## src/rtl/div_sched_pkg.sv

```systemverilog
// Shared types and default sizing for the divider scheduler and its iterative core.
package div_sched_pkg;

  localparam int DEF_WIDTH = 8;
  localparam int DEF_N_REQ = 4;

  typedef enum logic [1:0] {
    IDLE,
    LOAD,
    RUN,
    DONE
  } state_e;

endpackage

```

## src/rtl/div_core.sv

```systemverilog
// Restoring unsigned divider, one quotient bit per step; start loads operands, done flags the final step.
// Results are combinational from the working registers; a zero divisor reports all-ones / dividend.
module div_core
  import div_sched_pkg::*;
#(
  parameter int WIDTH = DEF_WIDTH
) (
  input  logic             clk,
  input  logic             rst,
  input  logic             start_i,
  input  logic             step_i,
  input  logic [WIDTH-1:0] dividend_i,
  input  logic [WIDTH-1:0] divisor_i,
  output logic             done_o,
  output logic [WIDTH-1:0] quotient_o,
  output logic [WIDTH-1:0] remainder_o
);
  localparam int CW = $clog2(WIDTH + 1);

  logic [WIDTH-1:0] rem_q, rem_d;
  logic [WIDTH-1:0] shreg_q, shreg_d;
  logic [CW-1:0]    cnt_q, cnt_d;
  logic [WIDTH:0]   rem_sh;
  logic [WIDTH-1:0] rem_sub;

  always_ff @(posedge clk) begin
    if (rst) begin
      rem_q   <= '0;
      shreg_q <= '0;
      cnt_q   <= '0;
    end else begin
      rem_q   <= rem_d;
      shreg_q <= shreg_d;
      cnt_q   <= cnt_d;
    end
  end

  // rem_sh carries the bit shifted out of rem so the compare never overflows.
  always_comb begin
    rem_d   = rem_q;
    shreg_d = shreg_q;
    cnt_d   = cnt_q;
    rem_sh  = {rem_q, shreg_q[WIDTH-1]};
    rem_sub = rem_sh[WIDTH-1:0] - divisor_i;
    if (start_i) begin
      rem_d   = '0;
      shreg_d = dividend_i;
      cnt_d   = '0;
    end else if (step_i) begin
      cnt_d = cnt_q + 1'b1;
      if (rem_sh >= {1'b0, divisor_i}) begin
        rem_d   = rem_sub;
        shreg_d = {shreg_q[WIDTH-2:0], 1'b1};
      end else begin
        rem_d   = rem_sh[WIDTH-1:0];
        shreg_d = {shreg_q[WIDTH-2:0], 1'b0};
      end
    end
  end

  assign done_o      = step_i && (cnt_q == CW'(WIDTH - 1));
  assign quotient_o  = (divisor_i == '0) ? '1 : shreg_q;
  assign remainder_o = (divisor_i == '0) ? shreg_q : rem_q;

endmodule

```

## src/rtl/div_scheduler.sv

```systemverilog
// Arbitrates N_REQ requesters onto one iterative divider; ack-to-rsp_valid is WIDTH+2 cycles (2 for divide by zero).
// Requests are level-held until ack; DIV_SCHED_ROUND_ROBIN_EN selects round-robin, otherwise lowest index wins.
module div_scheduler
  import div_sched_pkg::*;
#(
  parameter int WIDTH = DEF_WIDTH,
  parameter int N_REQ = DEF_N_REQ
) (
  input  logic                     clk,
  input  logic                     rst,
  input  logic [N_REQ-1:0]         req,
  input  logic [N_REQ*WIDTH-1:0]   dividend,
  input  logic [N_REQ*WIDTH-1:0]   divisor,
  output logic [N_REQ-1:0]         ack,
  output logic                     busy,
  output logic                     rsp_valid,
  output logic [$clog2(N_REQ)-1:0] rsp_id,
  output logic [WIDTH-1:0]         quotient,
  output logic [WIDTH-1:0]         remainder,
  output logic                     div_zero
);
  localparam int IDW = $clog2(N_REQ);

  state_e           state_q, state_d;
  logic             win_vld, take;
  logic [IDW-1:0]   win_idx, id_q, id_hold_q;
  logic [WIDTH-1:0] dvd_q, dvs_q, quot_hold_q, rem_hold_q;
  logic [WIDTH-1:0] core_quot, core_rem;
  logic             core_done;

`ifdef DIV_SCHED_ROUND_ROBIN_EN
  logic [IDW-1:0] ptr_q;

  // First pass searches from the pointer upward, second pass wraps to the low indices.
  always_comb begin
    win_vld = 1'b0;
    win_idx = '0;
    for (int i = 0; i < N_REQ; i++) begin
      if (!win_vld && req[i] && (IDW'(i) >= ptr_q)) begin
        win_vld = 1'b1;
        win_idx = IDW'(i);
      end
    end
    for (int i = 0; i < N_REQ; i++) begin
      if (!win_vld && req[i]) begin
        win_vld = 1'b1;
        win_idx = IDW'(i);
      end
    end
  end

  always_ff @(posedge clk) begin
    if (rst) begin
      ptr_q <= '0;
    end else if (take) begin
      ptr_q <= (win_idx == IDW'(N_REQ - 1)) ? '0 : win_idx + 1'b1;
    end
  end
`else
  always_comb begin
    win_vld = 1'b0;
    win_idx = '0;
    for (int i = 0; i < N_REQ; i++) begin
      if (!win_vld && req[i]) begin
        win_vld = 1'b1;
        win_idx = IDW'(i);
      end
    end
  end
`endif

  assign take = !rst && (state_q == IDLE) && win_vld;
  assign ack  = take ? (N_REQ'(1) << win_idx) : '0;

  always_ff @(posedge clk) begin
    if (rst) begin
      dvd_q <= '0;
      dvs_q <= '0;
      id_q  <= '0;
    end else if (take) begin
      dvd_q <= dividend[int'(win_idx)*WIDTH +: WIDTH];
      dvs_q <= divisor[int'(win_idx)*WIDTH +: WIDTH];
      id_q  <= win_idx;
    end
  end

  always_ff @(posedge clk) begin
    if (rst) begin
      state_q <= IDLE;
    end else begin
      state_q <= state_d;
    end
  end

  // A zero divisor skips RUN; the core already presents all-ones / dividend.
  always_comb begin
    state_d = state_q;
    case (state_q)
      IDLE:    if (win_vld) state_d = LOAD;
      LOAD:    state_d = (dvs_q == '0) ? DONE : RUN;
      RUN:     if (core_done) state_d = DONE;
      DONE:    state_d = IDLE;
      default: state_d = IDLE;
    endcase
  end

  div_core #(
    .WIDTH(WIDTH)
  ) u_core (
    .clk         (clk),
    .rst         (rst),
    .start_i     (state_q == LOAD),
    .step_i      (state_q == RUN),
    .dividend_i  (dvd_q),
    .divisor_i   (dvs_q),
    .done_o      (core_done),
    .quotient_o  (core_quot),
    .remainder_o (core_rem)
  );

  always_ff @(posedge clk) begin
    if (rst) begin
      quot_hold_q <= '0;
      rem_hold_q  <= '0;
      id_hold_q   <= '0;
    end else if (rsp_valid) begin
      quot_hold_q <= core_quot;
      rem_hold_q  <= core_rem;
      id_hold_q   <= id_q;
    end
  end

  assign busy      = !rst && (state_q != IDLE);
  assign rsp_valid = !rst && (state_q == DONE);
  assign div_zero  = rsp_valid && (dvs_q == '0);
  assign quotient  = rst ? '0 : (rsp_valid ? core_quot : quot_hold_q);
  assign remainder = rst ? '0 : (rsp_valid ? core_rem : rem_hold_q);
  assign rsp_id    = rst ? '0 : (rsp_valid ? id_q : id_hold_q);

endmodule
```

## config.mk

```make
export PLATFORM = sky130hd
export DESIGN_NAME = div_scheduler
export DESIGN_NICKNAME = d
export VERILOG_FILES = /design/src/rtl/div_sched_pkg.sv /design/src/rtl/div_core.sv /design/src/rtl/div_scheduler.sv
export SDC_FILE = /design/constraint.sdc
export NUM_CORES = 1
export LEC_CHECK = 0
export CAP_MARGIN = 15
export CORE_MARGIN = 2
export CORE_UTILIZATION = 35
export CTS_BUF_LIST = sky130_fd_sc_hd__clkbuf_8 sky130_fd_sc_hd__clkbuf_16
export CTS_CLUSTER_SIZE = 30
export DETAILED_ROUTE_END_ITERATION = 10
export MAX_ROUTING_LAYER = met4
export PLACE_DENSITY = 0.64
export SYNTH_ARGS = -nofsm -noshare
export SYNTH_HDL_FRONTEND = slang
export SYNTH_SLANG_ARGS = --single-unit
```

## constraint.sdc

```tcl
create_clock -name clk -period 2.3 [get_ports clk]
set_input_delay 0.46 -clock clk [delete_from_list [all_inputs] [get_ports clk]]
set_output_delay 0.46 -clock clk [all_outputs]
set_load 0.02 [all_outputs]
```

---- Word level (Yosys, flattened, before mapping) ----
Cells that the tools add are included.
storage, ports and cells
  word-level logic and storage cells ...... 65
  bits in registers ....................... 58
  output and inout port bits .............. 25
  input bits .............................. 70
cells by class
  $lt $le $gt $ge ......................... 1
  eq/ne operators ......................... 6
  add/sub/neg operators ................... 2
  reductions and logical operators ........ 19
  multiplexer cells ....................... 24
  shift operators ......................... 3
operators with widths
  operator                                                               number
  8-bit two-way mux                                                      9
  32-bit by 6-bit indexed part select with 8-bit output                  2
  2-bit two-way mux                                                      6
  9-bit by 8-bit greater-or-equal comparator with 1-bit output           1
  1-bit logical AND                                                      9
  8-bit zero test                                                        1
  2-bit case mux with 4 select lines                                     1
  8-bit subtractor                                                       1
  1-bit two-way mux                                                      7
  4-bit by 1-bit adder with 4-bit output, second input constant          1
  2-bit equality test, second input constant                             2
  4-bit by 3-bit equality test with 1-bit output, second input constant  1
  1-bit zero test                                                        4
  4-bit two-way mux                                                      1
  2-bit inequality test, second input constant                           2
  2-bit nonzero test                                                     2
  1-bit by 2-bit left shift with 4-bit output, first input constant      1
  2-bit by 1-bit equality test with 1-bit output, second input constant  1
  2-bit zero test                                                        1
  2-bit AND reduction                                                    1
  2-bit OR reduction                                                     1

---- Longest topological paths before layout ----
  word-level depth ........................ 12
  gate-level depth with buffers ........... 9
  gate-level depth less buffers ........... 9

---- Hierarchy ----
From an unflattened synthesis, not the netlist that was laid out.
unflattened totals
  cell total of the unflattened synthesis .. 392
  area, all modules ....................... 3539.6 µm²
modules (own cells, without submodules)
  module         cells each  seq. area each (µm²)  times used  area each (µm²)
  div_scheduler  215         760.7                 1           2109.5
  div_core       177         400.4                 1           1430.1

---- Worst setup path before layout ----
No wires, ideal clock.
  kind .................................... reg-to-output
  start ................................... reg dvs_q[3]
  end ..................................... out remainder[5]
  path buffers ............................ 2
  required time ........................... 1840 ps
  cell stages (with the launch flop) ...... 7
  arrival ................................. 1852 ps
  setup slack ............................. -12 ps
  cells stage by stage .................... dfxtp_1 -> nor4_1 -> and2_1 -> buf_2 -> buf_2 -> nand2_1 -> a311oi_1
between the ends
  longest elaborated chain between the ends .. 4
RTL lines
  item                             line                 RTL
  start, declared                  div_scheduler.sv:27  logic [WIDTH-1:0] dvd_q, dvs_q, quot_hold_q, rem_hold_q;
  start signal, assigned           div_scheduler.sv:82  dvs_q <= divisor[int'(win_idx)*WIDTH +: WIDTH];
  8-bit zero test                  div_core.sv:63       assign remainder_o = (divisor_i == '0) ? shreg_q : rem_q;
  8-bit two-way mux                div_core.sv:63
  8-bit two-way mux (2 in series)  n/a
  end, declared                    div_scheduler.sv:19  output logic [WIDTH-1:0] remainder,
Every way passes these cells.

---- Worst setup path in the final report ----
  start ................................... reg dvs_q[3]
  end ..................................... out remainder[0]
The elaborated chain is that of the path after synthesis.

==> results.json <==
{
  "status": "complete, but fails checks",
  "violations": "negative setup slack",
  "async_reset_ff_share_pct": 0,
  "setup_tns_ps": -325.9,
  "yosys_warnings": 0,
  "layout_commonest_cell": "nand2_1",
  "synthFlopType": "dfxtp_1",
  "max_stage_delay_ps": 340,
  "hold_viol_final": 0,
  "drt.antenna.violating_nets": 0,
  "fp.dieW_um": 101.4,
  "io_pins": 95,
  "utilization_pct": 54.68,
  "routedWlPerCell_um": 14.32,
  "fin_nets": 636,
  "drt-initial-drc-count": 96,
  "drc_errors": 0,
  "cts_tree": "yes",
  "power_leakage_uw": 0.002078,
  "maxCapViolations": 0,
  "cts_buffer_depth": 2,
  "numCtsBuffers": 9,
  "crit_slowest_cell": "dfxtp_2",
  "synth_cells": 437,
  "most-common-layout-cells": "81 x nand2_1, 68 x clkdlybuf4s50_1, 52 x dfxtp_1",
  "routed_wl_um": 9806,
  "core_area_um2": 9240,
  "setup_viol": 11,
  "post-dp-hpwl_um": 7252,
  "first_pass_iters": 4,
  "antenna_found_initial": 0,
  "grt_max_degree": 35,
  "track_usage_pct": 19.86,
  "worst_pin_slew_ps": 464.4,
  "synth_edf_count": 0,
  "dieArea_um2": 10280,
  "diodes": 0,
  "port_buffers": 94,
  "worstSetupPathType": "reg -> out",
  "die_h_um": 101.4,
  "maxSlewViolCount": 0,
  "cp-end-kind": "primary output",
  "synth.distinct_cells": 48,
  "cp.required_ps": 1840,
  "slew_headroom_pct": 69.04,
  "grt_pass1_wl_um": 15790,
  "worst_slack_ps": -77.97,
  "grt-ovfl-total": 0,
  "worstPathArrival_ps": 1920,
  "critPathMaxFanout": 5,
  "clk_latency_ps": 330,
  "grt_setup_unrepaired": "yes",
  "cp_cell_sequence": "nor4_4 -> and2_4 -> buf_12 -> buf_6 -> nand2_4 -> a311oi_2 -> buf_4",
  "clkSlewWorstSetupHoldPaths_ps": 70,
  "clock-sinks": 58,
  "syn-num-nets": 521,
  "yosysTopAreaCellShare_pct": 34.97,
  "syn_area_per_cell_um2": 7.599,
  "syn_area_um2": 3321,
  "htreeDepth": 3,
  "globalplace.congestion": 0.8446,
  "viasPerCell": 5.025,
  "ys_ff_latch": 58,
  "period_minus_slack_ps": 2378,
  "grt_pass1_vias": 3297,
  "finClkSkew_ps": 8.476,
  "power_density_nw_per_um2": 1091,
  "area_growth_syn_to_layout_pct": 52.15,
  "total_power_uw": 5512,
  "hp-class": "reg -> reg",
  "critPathBufInv": 3,
  "vdd_ir_drop_max_v": 0.0004916,
  "clock-root-buffer": "clkbuf_8",
  "min_period_over_period_pct": 103.4,
  "yosys.area.top_type": "dfxtp_1",
  "cp-start-kind": "register",
  "cts-hold-fix-buffers": 0,
  "ys_seq_area_share_pct": 34.97,
  "via_count": 3442,
  "initial_core_util_pct": 35.94,
  "path_delay_family": "simple AND/OR/NAND/NOR gates",
  "yosys-top-cells-area": "dfxtp_1 35%, nand2_1 10%, nor2_1 5.4%",
  "max_freq_ghz": 0.4205,
  "rows": 35,
  "drive_gt1_share_pct": 25.54
}
==> metal layers <==
| metal | vias to the layer above | wire length, um | track usage [%] |
|---|---|---|---|
| li1 | 1754 | - | - |
| met2 | 125 | 4304 | 29.85 |
| met1 | 1558 | 4732 | 26.92 |
| met5 | - | 0 | - |
| met4 | 0 | 55 | 4.990 |
| met3 | 5 | 713 | 4.624 |
==> sequential cells by signal (all words and copies together), names as in the netlist <==
| register | count |
|---|---|
| state_q | 2 |
| dvd_q | 8 |
| u_core.rem_q | 8 |
| quot_hold_q | 8 |
| rem_hold_q | 8 |
| u_core.shreg_q | 8 |
| u_core.cnt_q | 4 |
| dvs_q | 8 |
| id_q | 2 |
| id_hold_q | 2 |
==> tightest hold or removal path: stages (launching register included) <==
cell      delay (ps)
dfxtp_1          310
nand2b_1          60
o21ai_0           60
==> cells in the mapped netlist, types with 3 or more instances <==
cell type,count
nor2b_1,4
nor2_1,48
nand2b_1,3
dfxtp_1,58
nor3_1,10
a211oi_1,16
mux2i_1,15
a31o_2,16
o21a_1,3
clkbuf_1,23
nand4_1,3
buf_2,3
inv_1,15
ha_1,13
xor2_1,3
o21ai_1,3
a311oi_1,9
nand3_1,34
o21ai_0,11
nor4_1,3
xnor2_1,4
a21oi_1,7
buf_1,4
a31oi_1,3
nand2_1,89
nor3b_1,10
==> timing repair <==
item | CTS | global route
pin swaps | 12 | 10
endpoints found under the setup margin | 25 | 28
gates resized for setup | 138 | 25
gates cloned | 1 | 1
buffers inserted | 5 | 1
==> logic make-up after synthesis <==
family,after synthesis,synth area share (%)
flip-flops,58,34.97
AND/OR/NAND/NOR,219,30.26
XOR/XNOR,7,1.846
buffers and inverters,46,5.538
multiplexers,15,4.521
adder cells (fa/ha/maj),14,5.501
AO/OA/AOI/OAI,78,17.37
==> where the power goes <==
part	internal [uW]	switching [uW]	total [uW]
clock network	434	389	823
registers	1290	244	1530
logic	1600	1560	3160
==> metrics by stage <==
stage,setup slack [ps],cells,cell area (um2),hold WS (ps)
2_1_floorplan,60.74,437,3333,449.3
3_3_place_gp,-239.3,662,4609,460.1
3_5_place_dp,-310.7,662,4609,481.3
4_1_cts,-129.3,683,4955,489.4
5_1_grt,-128.9,685,5052,521.8
6_report,-77.97,685,5052,484.0
==> path summary, 6_finish.rpt <==
check                              start         endpoint  slack [ps]  depth (start not counted)
worst max-delay path            dvs_q[3]     remainder[0]         -80                          7
worst min-delay path             id_q[0]          id_q[0]         480                          2
worst max register to register  dvs_q[0]  u_core.rem_q[6]          90                          9
worst min register to register   id_q[0]          id_q[0]         480                          2
==> final cells by class <==
| class | count | area (um2) |
|---|---|---|
| clock buffer | 11 | 151.4 |
| clock inverter | 4 | 18.77 |
| fill | 873 | 4188 |
| inverter | 15 | 56.30 |
| multi-input combinational | 333 | 2200 |
| sequential | 58 | 1169 |
| tap | 129 | 161.4 |
| timing repair buffer | 135 | 1296 |
Note: power is estimated with default switching activity, not from simulation.
